## src/rtl/tx0_pkg.sv

```systemverilog
// Shared types and constants for the TX-0 photoelectric tape reader controller.
package tx0_pkg;

  localparam int PETR_W        = 6;
  localparam int PETR_LINES_R3 = 3;
  localparam int PETR_LINES_R1 = 1;

  typedef enum logic [2:0] {
    PS_IDLE     = 3'd0,
    PS_WAIT     = 3'd1,
    PS_STROBE   = 3'd2,
    PS_CYCLE    = 3'd3,
    PS_GAP      = 3'd4,
    PS_DONE     = 3'd5,
    PS_FEED     = 3'd6,
    PS_FEED_GAP = 3'd7
  } petr_state_t;

  typedef logic [1:0] petr_cnt_t;

endpackage

```

## src/rtl/tx0_gap_timer.sv

```systemverilog
// Loadable down-counter; done is high while the count sits at zero.
module tx0_gap_timer #(
  parameter int CNT_W = 2
) (
  input  logic             clk,
  input  logic             reset,
  input  logic             load,
  input  logic [CNT_W-1:0] load_val,
  output logic             done
);

  logic [CNT_W-1:0] cnt_q, cnt_d;

  always_comb begin
    cnt_d = cnt_q;
    if (load) begin
      cnt_d = load_val;
    end else if (cnt_q != '0) begin
      cnt_d = cnt_q - 1'b1;
    end
  end

  always_ff @(posedge clk or posedge reset) begin
    if (reset) begin
      cnt_q <= '0;
    end else begin
      cnt_q <= cnt_d;
    end
  end

  assign done = (cnt_q == '0);

endmodule

```

## src/rtl/tx0_petr_ctl.sv

```systemverilog
// TX-0 PETR sequencer: fetches tape lines, strobes them into AC, cycles AC,
// and signals IO completion; also handles the tape-feed button.
module tx0_petr_ctl
  import tx0_pkg::*;
#(
  parameter int LINE_GAP = 4,
  parameter int FEED_GAP = 4
) (
  input  logic              clk,
  input  logic              reset,
  input  logic              read_1_line,
  input  logic              read_3_lines,
  input  logic              btn_tape_feed,
  input  logic              tape_valid,
  input  logic [0:PETR_W-1] tape_data,
  input  logic              tape_7th,
  output logic              tape_ready,
  output logic [0:PETR_W-1] petr,
  output logic              strobe_petr,
  output logic              cycle_ac,
  output logic              io_complete,
  output logic              busy
);

  localparam int GAP_MAX = (LINE_GAP > FEED_GAP) ? LINE_GAP : FEED_GAP;
  localparam int GAP_W   = (GAP_MAX < 2) ? 1 : $clog2(GAP_MAX);
  // The timer is loaded with gap-1 so the GAP state lasts exactly gap cycles.
  localparam logic [GAP_W-1:0] LINE_LD = (LINE_GAP > 0) ? GAP_W'(LINE_GAP - 1) : '0;
  localparam logic [GAP_W-1:0] FEED_LD = (FEED_GAP > 0) ? GAP_W'(FEED_GAP - 1) : '0;

  petr_state_t       state_q, state_d;
  petr_cnt_t         rem_q, rem_d, rem_dec;
  logic              bin_q, bin_d;
  logic [0:PETR_W-1] petr_q, petr_d;
  logic              gap_load;
  logic [GAP_W-1:0]  gap_val;
  logic              gap_done;
  logic              ready;
  logic              hs;

  tx0_gap_timer #(.CNT_W(GAP_W)) u_gap (
    .clk      (clk),
    .reset    (reset),
    .load     (gap_load),
    .load_val (gap_val),
    .done     (gap_done)
  );

  always_comb begin
    state_d  = state_q;
    rem_d    = rem_q;
    bin_d    = bin_q;
    petr_d   = petr_q;
    gap_load = 1'b0;
    gap_val  = LINE_LD;
    ready    = (state_q == PS_WAIT) || (state_q == PS_FEED);
    hs       = ready && tape_valid;
    rem_dec  = (rem_q != 2'd0) ? rem_q - 2'd1 : rem_q;

    case (state_q)
      PS_IDLE: begin
        if (read_3_lines) begin
          state_d = PS_WAIT;
          rem_d   = petr_cnt_t'(PETR_LINES_R3);
          bin_d   = 1'b1;
        end else if (read_1_line) begin
          state_d = PS_WAIT;
          rem_d   = petr_cnt_t'(PETR_LINES_R1);
          bin_d   = 1'b0;
        end else if (btn_tape_feed) begin
          state_d = PS_FEED;
        end
      end
      PS_WAIT: begin
        if (hs) begin
          petr_d = tape_data;
          // Binary mode ignores lines without the 7th hole; they still consume tape.
          if (bin_q && !tape_7th) begin
            if (LINE_GAP == 0) begin
              state_d = PS_WAIT;
            end else begin
              state_d  = PS_GAP;
              gap_load = 1'b1;
            end
          end else begin
            state_d = PS_STROBE;
          end
        end
      end
      PS_STROBE: state_d = PS_CYCLE;
      PS_CYCLE: begin
        rem_d = rem_dec;
        if (LINE_GAP == 0) begin
          state_d = (rem_dec == 2'd0) ? PS_DONE : PS_WAIT;
        end else begin
          state_d  = PS_GAP;
          gap_load = 1'b1;
        end
      end
      PS_GAP: begin
        if (gap_done) begin
          state_d = (rem_q == 2'd0) ? PS_DONE : PS_WAIT;
        end
      end
      PS_DONE: state_d = PS_IDLE;
      PS_FEED: begin
        if (!btn_tape_feed) begin
          state_d = PS_IDLE;
        end else if (hs && (FEED_GAP != 0)) begin
          state_d  = PS_FEED_GAP;
          gap_load = 1'b1;
          gap_val  = FEED_LD;
        end
      end
      PS_FEED_GAP: begin
        if (gap_done) begin
          state_d = btn_tape_feed ? PS_FEED : PS_IDLE;
        end
      end
      default: state_d = PS_IDLE;
    endcase
  end

  always_ff @(posedge clk or posedge reset) begin
    if (reset) begin
      state_q <= PS_IDLE;
      rem_q   <= '0;
      bin_q   <= 1'b0;
      petr_q  <= '0;
    end else begin
      state_q <= state_d;
      rem_q   <= rem_d;
      bin_q   <= bin_d;
      petr_q  <= petr_d;
    end
  end

  assign tape_ready  = ready;
  assign petr        = petr_q;
  assign strobe_petr = (state_q == PS_STROBE);
  assign cycle_ac    = (state_q == PS_CYCLE);
  assign io_complete = (state_q == PS_DONE);
  assign busy        = (state_q != PS_IDLE);

endmodule

```

## config.mk

```make
export PLATFORM = sky130hd
export DESIGN_NAME = tx0_petr_ctl
export DESIGN_NICKNAME = d
export VERILOG_FILES = /design/src/rtl/tx0_pkg.sv /design/src/rtl/tx0_gap_timer.sv /design/src/rtl/tx0_petr_ctl.sv
export SDC_FILE = /design/constraint.sdc
export NUM_CORES = 1
export LEC_CHECK = 0
export ABC_AREA = 1
export CORE_UTILIZATION = 43
export CTS_CLUSTER_DIAMETER = 200
export DETAILED_ROUTE_END_ITERATION = 8
export GPL_TIMING_DRIVEN = 0
export PLACE_DENSITY = 0.82
export SYNTH_ARGS = -nofsm -noshare
export SYNTH_HDL_FRONTEND = slang
export SYNTH_HIERARCHICAL = 1
export SYNTH_SLANG_ARGS = --single-unit
```

## constraint.sdc

```tcl
create_clock -name clk -period 1.3 [get_ports clk]
set_input_delay 0.26 -clock clk [delete_from_list [all_inputs] [get_ports clk]]
set_output_delay 0.26 -clock clk [all_outputs]
set_load 0.005 [all_outputs]
```

==> results of run 1 <==
-- critical path: cells and delay by family (launching register included) --
| kind | cells | cell delay, ns |
|---|---|---|
| flops | 1 | 0.48 |
| buf+inv | 3 | 0.38 |
| simple gates | 2 | 0.11 |
-- flip-flops by register name, indices dropped and copies added (netlist names) --
signal and count:
petr 6, bin_q 1, state_q 3, u_gap/cnt_q 2, rem_q 2
-- metal layers --
| metal | vias to the layer above | part of all wire, % | GRT usage [%] | wire length (µm) |
|---|---|---|---|---|
| li1 | 526 | - | - | - |
| met1 | 532 | 40 | 30.89 | 1231 |
| met2 | 38 | 53 | 47.26 | 1659 |
| met3 | 7 | 5.3 | 5.607 | 165 |
| met4 | 0 | 1.5 | 7.353 | 46 |
| met5 | - | 0 | 0 | 0 |
-- cell families (layout without fill, tap and decap cells) --
logic type	after synthesis	count (layout)	share of synthesized area, %
AO/OA/AOI/OAI	11	11	7.171
buffers and inverters	26	76	12.51
adder cells (fa/ha/maj)	2	2	2.607
other	1	2	0.3908
flip-flops	14	14	36.51
AND/OR/NAND/NOR	83	83	40.81
-- stage by stage --
step | area, µm² | setup slack, ns
after global placement | 1227 | -0.3042
final | 1593 | -0.2110
after CTS | 1494 | -0.1771
after detailed placement | 1227 | -0.4129
after global routing | 1593 | -0.2806
after floorplan | 963.4 | 0.006299
-- layout by cell type (no fill, tap or decap), types with 3 or more instances in the layout --
cell type | Yosys | final
inv_1 | 20 | 17
nand2_1 | 44 | 33
nor2_4 | 1 | 3
buf_6 | 1 | 11
clkdlybuf4s50_1 | 0 | 12
nand2_2 | 3 | 11
inv_2 | 1 | 3
clkbuf_4 | 0 | 3
buf_4 | 0 | 11
o21ai_1 | 2 | 3
nand3_2 | 1 | 4
o21ai_0 | 6 | 4
buf_2 | 1 | 6
nand2_4 | 1 | 4
dlygate4sd2_1 | 0 | 6
nand3_1 | 20 | 15
dfrtp_1 | 14 | 13
nor2_1 | 8 | 8
-- power by group through the flow --
stage	sequential, µW	clock (µW)	combinational (µW)
2_1_floorplan	772	0	1190
3_3_place_gp	776	0	1710
3_5_place_dp	781	0	1790
4_1_cts	778	328	2380
5_1_grt	833	343	3050
6_report	810	324	2800
-- final timing paths --
path	to	slack, ns	startpoint
max	io_complete	-0.21	state_q[0]$_DFFE_PP0P_
min	u_gap/cnt_q[0]$_DFFE_PP0P_	0.14	reset
max reg2reg	u_gap/cnt_q[0]$_DFFE_PP0P_	-0.21	state_q[0]$_DFFE_PP0P_
min reg2reg	bin_q$_DFFE_PP0P_	0.48	bin_q$_DFFE_PP0P_
max in group asynchronous	state_q[0]$_DFFE_PP0P_	0.64	reset
min in group clk	bin_q$_DFFE_PP0P_	0.48	bin_q$_DFFE_PP0P_
-- layout make-up --
class	count	area [µm²]
well taps	27	33.78
plain buffers	3	30.03
repair buffers	46	432.9
fillers	137	429.2
flip-flops and latches	14	351.6
clock buffers	4	36.28
multi-input cells	98	601.8
inverters	23	106.4
-- timing repair --
item | in CTS | in global routing
endpoints found under the setup margin | 21 | 19
resized for setup | 55 | 18
buffers inserted | 20 | 4
pin swaps | 17 | 17
==> flow_summary.yaml, run 1 <==
final_layout:
  finalNonFillerCells: 215
  drive_gt1_share_pct: 37.23
  antennaDiodeCount: 0
  area.growth.synth_to_final_pct: 65.97
  fin_util_pct: 78.77
  num-nets-final: 204
pwr:
  p_leak_uw: 0.0008538
  power_frac_comb_pct: 71.2
  p_switching_uw: 1761
  p_sw_share_pct: 44.73
  power.total_uw: 3937
  ir_worst_vdd_mv: 1.391
  p_int_uw: 2176
  p_seq_share_pct: 20.6
  power_frac_clock_pct: 8.2
  cellPowerDensity_mw_per_mm2: 2472
sta:
  setup_viol: 18
  hold_ws_ns: 0.1353
  period_needed_ns: 1.511
  maxSlewViolCount: 0
  fin_tns_setup_ns: -2.507
  max_freq_mhz: 661.8
  grt_setup_unrepaired: "true"
  finalCritPeriodShare_pct: 116.2
  finClkSkew_ns: 0.005796
  setup_ws_ns: -0.2110
  hold_viol_final: 0
logic_synthesis:
  yosysMostFrequentCell: "nand2_1"
  synth_seq_area_share_pct: 36.51
  synth_commonest_cells: "44 x nand2_1, 20 x inv_1, 20 x nand3_1"
  synth_top_area_share_pct: 36.51
  ys_top_cells_by_area: "dfrtp_1 37%, nand2_1 17%, nand3_1 10%"
  syn_inst: 137
  yosysTopAreaCell: "dfrtp_1"
  synth_ff_type: "dfrtp_1"
  post_synth.cell_area_avg_um2: 7.005
  synthArstFlopShare_pct: 100.0
  yosysWarnings: 6
  synth_edf_count: 0
  synth_seq_cells: 14
  synth_cell_types: 25
  syn_area_um2: 959.7
worst_setup_path:
  crit_fanout: 3
  crit_type: "reg2out"
  ff2ff_path_depth: 10
  path_cells: "buf_12, buf_6, nand2_4, nor2_1, buf_2"
  cp.required_ns: 1.04
  endpoint_kind: "primary output"
  slowest_delay_ns: 0.48
  startpoint_type: "register"
  crit_arrival_ns: 1.25
  slowest_stage: "dfrtp_2"
global_routing:
  grt_pass1_wl_um: 4850
  track_usage_pct: 26.26
  grt_overflow_total: 0
  grt_pass1_vias: 1109
  antenna_found_initial: 0
  grt_max_degree: 13
hold_path:
  hold_path_class: "in2async"
place:
  post-dp-hpwl_um: 1698
  place_inst: 188
  place.gp.congestion: 0.9052
  numPortBuffers: 23
run:
  max-cap-violations: 0
clock_network:
  cts_tree: "done"
  cts_inserted_buffers: 3
  cts.clk_slew.worst_paths_ns: 0.09
  cts_hold_buf: 0
  clk_latency_ns: 0.29
  htreeDepth: 1
  ctsLongestPathBuffers: 2
  clock_sinks: 14
  cts-root-buf: "clkbuf_4"
die:
  die-width_um: 49.24
  die_area_mm2: 0.002425
  die_h_um: 49.24
  initial_utilization_pct: 47.46
  core_area_mm2: 0.002022
  num_io_pins: 24
  rows: 16
detailed_routing:
  ant_nets: 0
  wirelength_um: 3102
  wl_per_cell_um: 14.43
  drt_iter0_drc: 42
  vias_per_cell: 5.130
  first_pass_iters: 4
  vias: 1103
  drc: 0
outcome:
  violations: "setup timing"
  outcome: "finished with violations"
No activity file was read; power rests on OpenSTA's default activity.
==> run 2, diff against run 1 <==
Settings changed: CORE_MARGIN from default to 2.
==> run 2 against run 1 <==
The flow still finishes with violations (setup timing); highest routed layer unchanged; routed wire length increased by 5.4%; fmax decreased by 1.2%; largest cell class unchanged; largest power group unchanged; non-clock buffer count decreased by 3; die area increased by 8.3%; clock power increased by 3%; clock skew increased by 0.0044 ns; via count about the same; count of clock-buffer cells in the layout unchanged; utilization decreased by 5.0 points.
==> flow_summary.yaml, run 2 (same netlist as run 1, synthesis figures left out) <==
worst_setup_path:
  endpoint_kind: "register"
  crit_fanout: 5
  ff2ff_path_depth: 9
  crit_type: "reg2reg"
  crit_arrival_ns: 1.71
  r2r-start: "state_q[0]$_DFFE_PP0P_"
  startpoint_type: "register"
  startpoint: "state_q[0]$_DFFE_PP0P_"
  cp.required_ns: 1.48
final_layout:
  largest_register_ffs: 6
  antennaDiodeCount: 0
  area.growth.synth_to_final_pct: 66.88
  drive_gt1_share_pct: 41.08
  final_cell_mix: "30 x nand2_1, 15 x inv_1, 14 x nand3_1"
  num-fill-cells: 164
  final_common_cell: "nand2_1"
  num-nets-final: 201
place:
  post-dp-hpwl_um: 1626
  numPortBuffers: 23
  place.gp.congestion: 0.8345
  post-place-ws_ns: -0.3675
detailed_routing:
  ant_nets: 0
  vias: 1102
  wl_per_cell_um: 15.35
  dr_wl_met3_um: 127
  dr.max_layer_used: "met4"
  first_pass_iters: 4
  wirelength_um: 3270
  wl_met1_um: 1335
  drt_iter0_drc: 31
  drc: 0
  vias_per_cell: 5.174
  wl_met2_um: 1696
die:
  die-width_um: 51.24
  die_h_um: 51.24
  rows: 17
  die_area_mm2: 0.002626
  core_area_mm2: 0.002170
  initial_utilization_pct: 44.23
  num_io_pins: 24
pwr:
  p_leak_uw: 0.0008394
  cellPowerDensity_mw_per_mm2: 2500
  ir_worst_vdd_mv: 1.450
outcome:
  violations: "setup timing"
  outcome: "finished with violations"
global_routing:
  grt_pass1_wl_um: 4712
  track_usage_pct: 24.06
  grt_max_degree: 13
  antenna_found_initial: 0
  grt_overflow_total: 0
  grt_pass1_vias: 1093
sta:
  fin_tns_setup_ns: -2.081
  maxSlewViolCount: 0
  tightest_slew_ns: 0.5050
  finalCritPeriodShare_pct: 117.7
  grt_setup_unrepaired: "true"
  hold_viol_final: 0
  max_freq_mhz: 653.7
  setup_ws_ns: -0.2299
  setup_viol: 18
  finClkSkew_ns: 0.01015
  max-slew-margin-rel_pct: 66.30
  period_needed_ns: 1.530
clock_network:
  htreeDepth: 1
  cts.clk_slew.worst_paths_ns: 0.10
  cts_tree: "done"
  cts_inserted_buffers: 3
  cts-root-buf: "clkbuf_4"
  ctsLongestPathBuffers: 2
  clock_sinks: 14
  cts_hold_buf: 0
  clk_latency_ns: 0.30
hold_path:
  hold_path_class: "in2async"
run:
  max-cap-violations: 0
-- run 2: path summary, 6_finish.rpt --
kind	endpoint	slack, ns
min in group clk	petr[1]$_DFFE_PP0P_	0.48
worst max register to register	u_gap/cnt_q[1]$_DFFE_PP0P_	-0.23
max in group asynchronous	state_q[0]$_DFFE_PP0P_	0.63
worst min-delay path	u_gap/cnt_q[1]$_DFFE_PP0P_	0.13
worst max-delay path	u_gap/cnt_q[1]$_DFFE_PP0P_	-0.23
worst min register to register	petr[1]$_DFFE_PP0P_	0.48
-- run 2: worst max-delay path: stages, from the launching register on --
cell      delay [ns]
dfrtp_2         0.44
clkinv_4        0.08
buf_6           0.13
nand4_1         0.18
o21ai_1         0.16
nand3_1         0.11
nand2_2         0.11
inv_2           0.05
nand3_1         0.07
nand3_1         0.08
-- run 2: timing repair --
item,in CTS,in global routing
setup endpoints to repair,16,19
setup buffers,15,6
cloned,0,0
pin swaps,11,18
resized for setup,53,38
-- run 2: power breakdown --
part           internal, µW  switching, µW
Combinational          1340           1550
Sequential              655            123
Clock                   171            163
-- run 2: stage by stage --
step | cells | util (%) | power [µW] | hold WS, ns | area (µm²)
2_1_floorplan | 138 | - | 1960 | 0.001185 | 963.4
3_3_place_gp | 189 | 56.63 | 2477 | 0.4408 | 1229
3_5_place_dp | 189 | 56.63 | 2529 | 0.4452 | 1229
4_1_cts | 208 | 67.13 | 3387 | 0.1361 | 1456
5_1_grt | 213 | 73.82 | 4297 | 0.1375 | 1602
6_report | 213 | 73.82 | 4005 | 0.1321 | 1602
-- run 2: area by class of cell --
cell class / count / area [µm²] / area share, %
sequential: 14 / 351.6 / 21.95
buffer: 3 / 31.28 / 1.953
clock buffer: 4 / 36.28 / 2.266
tap: 28 / 35.03 / 2.187
timing repair buffer: 43 / 405.4 / 25.31
inverter: 23 / 98.84 / 6.172
multi-input combinational: 98 / 643.1 / 40.16
-- run 2: per-layer routing --
| layer | vias to the layer above | global-route usage [%] |
|---|---|---|
| met4 | 0 | 12.72 |
| met1 | 518 | 29.28 |
| met5 | - | 0 |
| li1 | 526 | - |
| met2 | 47 | 40.69 |
| met3 | 11 | 3.801 |
==> RTL change 1: new RTL, flow settings as in run 2 <==
Add an input register stage for `btn_tape_feed`, without a reset; this delays it by one clock. The other inputs are not delayed to match.
--- a/src/rtl/tx0_petr_ctl.sv
+++ b/src/rtl/tx0_petr_ctl.sv
@@ -27,6 +27,12 @@
   // The timer is loaded with gap-1 so the GAP state lasts exactly gap cycles.
   localparam logic [GAP_W-1:0] LINE_LD = (LINE_GAP > 0) ? GAP_W'(LINE_GAP - 1) : '0;
   localparam logic [GAP_W-1:0] FEED_LD = (FEED_GAP > 0) ? GAP_W'(FEED_GAP - 1) : '0;
+
+  logic btn_tape_feed_q;
+
+  always_ff @(posedge clk) begin
+    btn_tape_feed_q <= btn_tape_feed;
+  end
 
   petr_state_t       state_q, state_d;
   petr_cnt_t         rem_q, rem_d, rem_dec;
@@ -67,7 +73,7 @@
           state_d = PS_WAIT;
           rem_d   = petr_cnt_t'(PETR_LINES_R1);
           bin_d   = 1'b0;
-        end else if (btn_tape_feed) begin
+        end else if (btn_tape_feed_q) begin
           state_d = PS_FEED;
         end
       end
@@ -104,7 +110,7 @@
       end
       PS_DONE: state_d = PS_IDLE;
       PS_FEED: begin
-        if (!btn_tape_feed) begin
+        if (!btn_tape_feed_q) begin
           state_d = PS_IDLE;
         end else if (hs && (FEED_GAP != 0)) begin
           state_d  = PS_FEED_GAP;
@@ -114,7 +120,7 @@
       end
       PS_FEED_GAP: begin
         if (gap_done) begin
-          state_d = btn_tape_feed ? PS_FEED : PS_IDLE;
+          state_d = btn_tape_feed_q ? PS_FEED : PS_IDLE;
         end
       end
       default: state_d = PS_IDLE;
Behaviour: not the same (Yosys sat finds a counterexample within 4 cycles, from zero or initial values and one cycle with reset high).
==> RTL change 1 against run 2 <==
- the run still ends with negative setup slack left
- final area is 0.78% lower
- sequential cell count is 1 higher
- sequential share of layout area rose by 1.6 points
- wire length down 2.3%
- setup slack improved by 6.8 ps
- area after synthesis fell by 7.4%
- power shrank 1.1%
- clock skew is 8.9 ps lower
- largest cell class unchanged
- highest routed layer unchanged
==> RTL change 1: results (changes against run 2) <==
----------------------------------------------------
[STA]
  Post-layout worst setup margin ... -223 ps (was -230 ps)
  Finish-stage setup viols ... 12 (was 18)
  Aggregate negative setup slack ... -1650 ps (was -2080 ps)

[Critical path]
  Arrival time at the worst endpoint ... 1260 ps (was 1710 ps)
  Worst flop-to-flop path endpoint ... u_gap/cnt_q[0] (was u_gap/cnt_q[1])
  Setup slack of the most critical reg-to-reg path ... -190 ps (was -230 ps)
  Critical Path End ... tape_ready (was u_gap/cnt_q[1])
  Highest cell delay on the worst timing path ... 460 ps (was 440 ps)

[Synth]
  Fraction of synthesized cell area taken by the top area cell type ... 39.4% (was 36.5%)
  Async set-reset flop share out of synthesis ... 93.3% (was 100%)
  Cell count after synthesis ... 129 (was 137)
  Synth top cells by count ... sky130_fd_sc_hd__nand2_1 (44), sky130_fd_sc_hd__nand3_1 (17), sky130_fd_sc_hd__dfrtp_1 (14), sky130_fd_sc_hd__inv_1 (14), sky130_fd_sc_hd__nor2_1 (10) (was sky130_fd_sc_hd__nand2_1 (44), sky130_fd_sc_hd__inv_1 (20), sky130_fd_sc_hd__nand3_1 (20))
  Cell variety after synth ... 20 (was 25)

[Power]
  Total power density per cell area ... 2490 nW/µm² (was 2500 nW/µm²)
  Seq power ... 0.854 mW (was 0.779 mW)
  Static leakage power ... 0.846 nW (was 0.839 nW)

[Final layout]
  CLK BUF ... 3 (was 4)
  Inverters, non-clock ... 20 (was 23)
  Share of layout cells above drive strength 1 ... 44.1% (was 41.1%)
  Fraction of cell area in non-clock buffers ... 30.3% (was 27.3%)
  Buffer count excluding the clock tree in the final layout ... 54 (was 46)
  Proportion of cell area occupied by multi-input gates ... 36.8% (was 40.2%)
  Total number of sequential cells ... 15 (was 14)
  Final-layout clock-cell area share ... 1.73% (was 2.27%)
  Footprint of the flip-flops and latches ... 374 µm² (was 352 µm²)

[Status]
  Violated checks ... negative setup slack (unchanged)
  Run status ... complete, but fails checks (unchanged)

[Placed design]
  Buffers on Ports ... 22 (was 23)
  Sum of net half-perimeters after detailed placement ... 1.52 mm (was 1.63 mm)
  Cells after DPL ... 179 (was 189)
  Placer Congestion ... 0.969 (was 0.835)

[Route]
  Mean number of vias per cell ... 5.31 (was 5.17)
  Overall routed net length ... 3.19 mm (was 3.27 mm)
  Number of design-rule violations left by the first detailed-router iteration ... 27 (was 31)

[Floorplanning]
  Die Width ... 49.5 µm (was 51.2 µm)

[Global route]
  Overall track demand over capacity in global routing ... 24.7% (was 24.1%)

----------------------------------------------------
[RTL change 1: metal layers]
metal | global-route usage (%) | part of all wire (%) | up-vias
met1 | 28.2 | 39 | 549
li1 | - | - | 518
met3 | 5.45 | 5.6 | 17
met2 | 45.3 | 51 | 46
met4 | 8.33 | 4.4 | 0
met5 | 0 | 0 | -
[RTL change 1: kinds of logic after synthesis]
logic type,count (synthesis),share of synthesized area (%)
buffers and inverters,22,9.58
AOI/OAI and AO/OA,11,7.32
and+or+nand+nor,78,38.2
adders and majority gates,2,2.82
other,1,0.422
DFF,15,41.7
[RTL change 1: worst register-to-register path, delay by kind of cell, from the launching register on]
kind / cells / cell delay (ps)
AND/OR/NAND/NOR: 6 / 590
AO/OA/AOI/OAI: 1 / 140
buffers and inverters: 2 / 190
flip-flops: 1 / 460
[RTL change 1: what timing repair did]
item / CTS / global route
hold buffers: 0 / 0
endpoints found under the setup margin: 22 / 19
setup buffers: 25 / 8
gates resized for setup: 63 / 23
pin swaps: 12 / 11
==> RTL change 2: new RTL, settings of run 2 <==
Made on the original files. `LINE_GAP`: 4 -> 8.
--- a/src/rtl/tx0_petr_ctl.sv
+++ b/src/rtl/tx0_petr_ctl.sv
@@ -3,7 +3,7 @@
 module tx0_petr_ctl
   import tx0_pkg::*;
 #(
-  parameter int LINE_GAP = 4,
+  parameter int LINE_GAP = 8,
   parameter int FEED_GAP = 4
 ) (
   input  logic              clk,
Formal check against the unedited RTL: not equivalent (a bounded check fails within 10 cycles, from zero or initial values and one cycle with reset high).
==> RTL change 2 against run 2 <==
- the flow still finishes with violations (negative setup slack)
- sequential cell count grew 1
- power grew 5.1%
- setup slack lost 75 ps
- sequential power grew 12%
- final area grew 7.9%
- die area grew 3.0%
- wire length is essentially flat
- via count grew 5.1%
- area after synthesis grew 3.3%
- critical endpoint unchanged
- largest cell class unchanged
==> RTL change 2: results (changes against run 2) <==
----------------------------------------------------
[Status]
  Run status ... complete, but fails checks (unchanged)
  Violated checks ... negative setup slack (unchanged)

[Synth]
  Cell count after synthesis ... 140 (was 137)
  Cell variety after synth ... 27 (was 25)
  Post-synthesis cell area ... 991 µm² (was 960 µm²)
  Part of the Yosys area used for sequential elements ... 37.9% (was 36.5%)
  Number of warning messages in the yosys log ... 6 (unchanged)
  Synth top cells by count ... sky130_fd_sc_hd__nand2_1 (49), sky130_fd_sc_hd__inv_1 (16), sky130_fd_sc_hd__dfrtp_1 (15) (was sky130_fd_sc_hd__nand2_1 (44), sky130_fd_sc_hd__inv_1 (20), sky130_fd_sc_hd__nand3_1 (20))

[Route]
  Length of routed met2 wiring ... 1.68 mm (was 1.70 mm)
  Via count ... 1158 (was 1102)
  Routed length on met3 ... 147 µm (was 127 µm)
  Routed length per placed instance ... 14.2 µm (was 15.4 µm)
  Number of design-rule violations left by the first detailed-router iteration ... 33 (was 31)
  Overall routed net length ... 3.27 mm (about the same)

[Placed design]
  Cells after DPL ... 191 (was 189)
  Buffers on Ports ... 22 (was 23)
  Setup WS pre-CTS ... -439 ps (was -367 ps)
  Placer Congestion ... 0.852 (was 0.835)
  Sum of net half-perimeters after detailed placement ... 1.74 mm (was 1.63 mm)

[STA]
  Aggregate negative setup slack ... -2830 ps (was -2080 ps)
  Max_slew headroom ... 66.6% (was 66.3%)
  Finish-stage setup viols ... 13 (was 18)
  Post-layout worst setup margin ... -305 ps (was -230 ps)
  Clock skew after layout ... 3.48 ps (was 10.1 ps)

[Final layout]
  Inverters, non-clock ... 24 (was 23)
  Proportion of cell area occupied by multi-input gates ... 37.9% (was 40.2%)
  Total number of sequential cells ... 15 (was 14)
  Fill cell instance count of the final layout ... 120 (was 164)
  Finished layout cell area ... 1730 µm² (was 1600 µm²)
  Number of nets at the end of the flow ... 220 (was 201)
  Count of multi-input gates ... 101 (was 98)
  Final-layout clock-cell area share ... 1.59% (was 2.27%)
  CLK BUF ... 3 (was 4)
  Fraction of cell area in non-clock buffers ... 30.1% (was 27.3%)
  Buffer count excluding the clock tree in the final layout ... 59 (was 46)

[Power]
  Sequential cell fraction of total power ... 20.7% (was 19.4%)
  Power in the clock group ... 0.282 mW (was 0.334 mW)
  Final Power ... 4.21 mW (was 4.00 mW)
  Worst VDD drop ... 1.65 mV (was 1.45 mV)
  Static leakage power ... 0.917 nW (was 0.839 nW)
  Internal power ... 2.33 mW (was 2.17 mW)

[Critical path]
  Arrival time at the worst endpoint ... 1850 ps (was 1710 ps)
  Crit Path Max Fanout ... 8 (was 5)
  Worst R2R Path Depth ... 10 (was 9)

[Global route]
  Global-route wire length before repair ... 5.10 mm (was 4.71 mm)
  Vias in the first global route ... 1147 (was 1093)

----------------------------------------------------
[RTL change 2: cell count changes after synthesis, sizes merged, moves of 2 or more]
| cell | delta |
|---|---|
| nand2 | +5 |
| nand3 | -10 |
| a21oi | +3 |
| nor3 | +2 |
| nand3b | +2 |
[RTL change 2: what timing repair did]
item	in CTS	in global routing
endpoints found under the setup margin	20	19
hold buffers	0	0
cloned	0	0
pin swaps	19	19
gates resized for setup	62	19
buffers inserted	28	9
[RTL change 2: logic make-up (layout without fill, tap and decap cells)]
family | Yosys count | after routing | synth area share, %
buffers and inverters | 25 | 87 | 10.1
other | 1 | 2 | 0.378
AO/OA/AOI/OAI | 16 | 16 | 9.85
adder cells (fa/ha/maj) | 3 | 3 | 3.79
flip-flops | 15 | 15 | 37.9
AND/OR/NAND/NOR | 80 | 80 | 38.0
[RTL change 2: routing by layer]
metal  GRT usage [%]  vias to the layer above
li1                -                      562
met1            29.7                      547
met2            47.5                       38
met3            3.74                       11
met4            9.21                        0
met5               0                        -
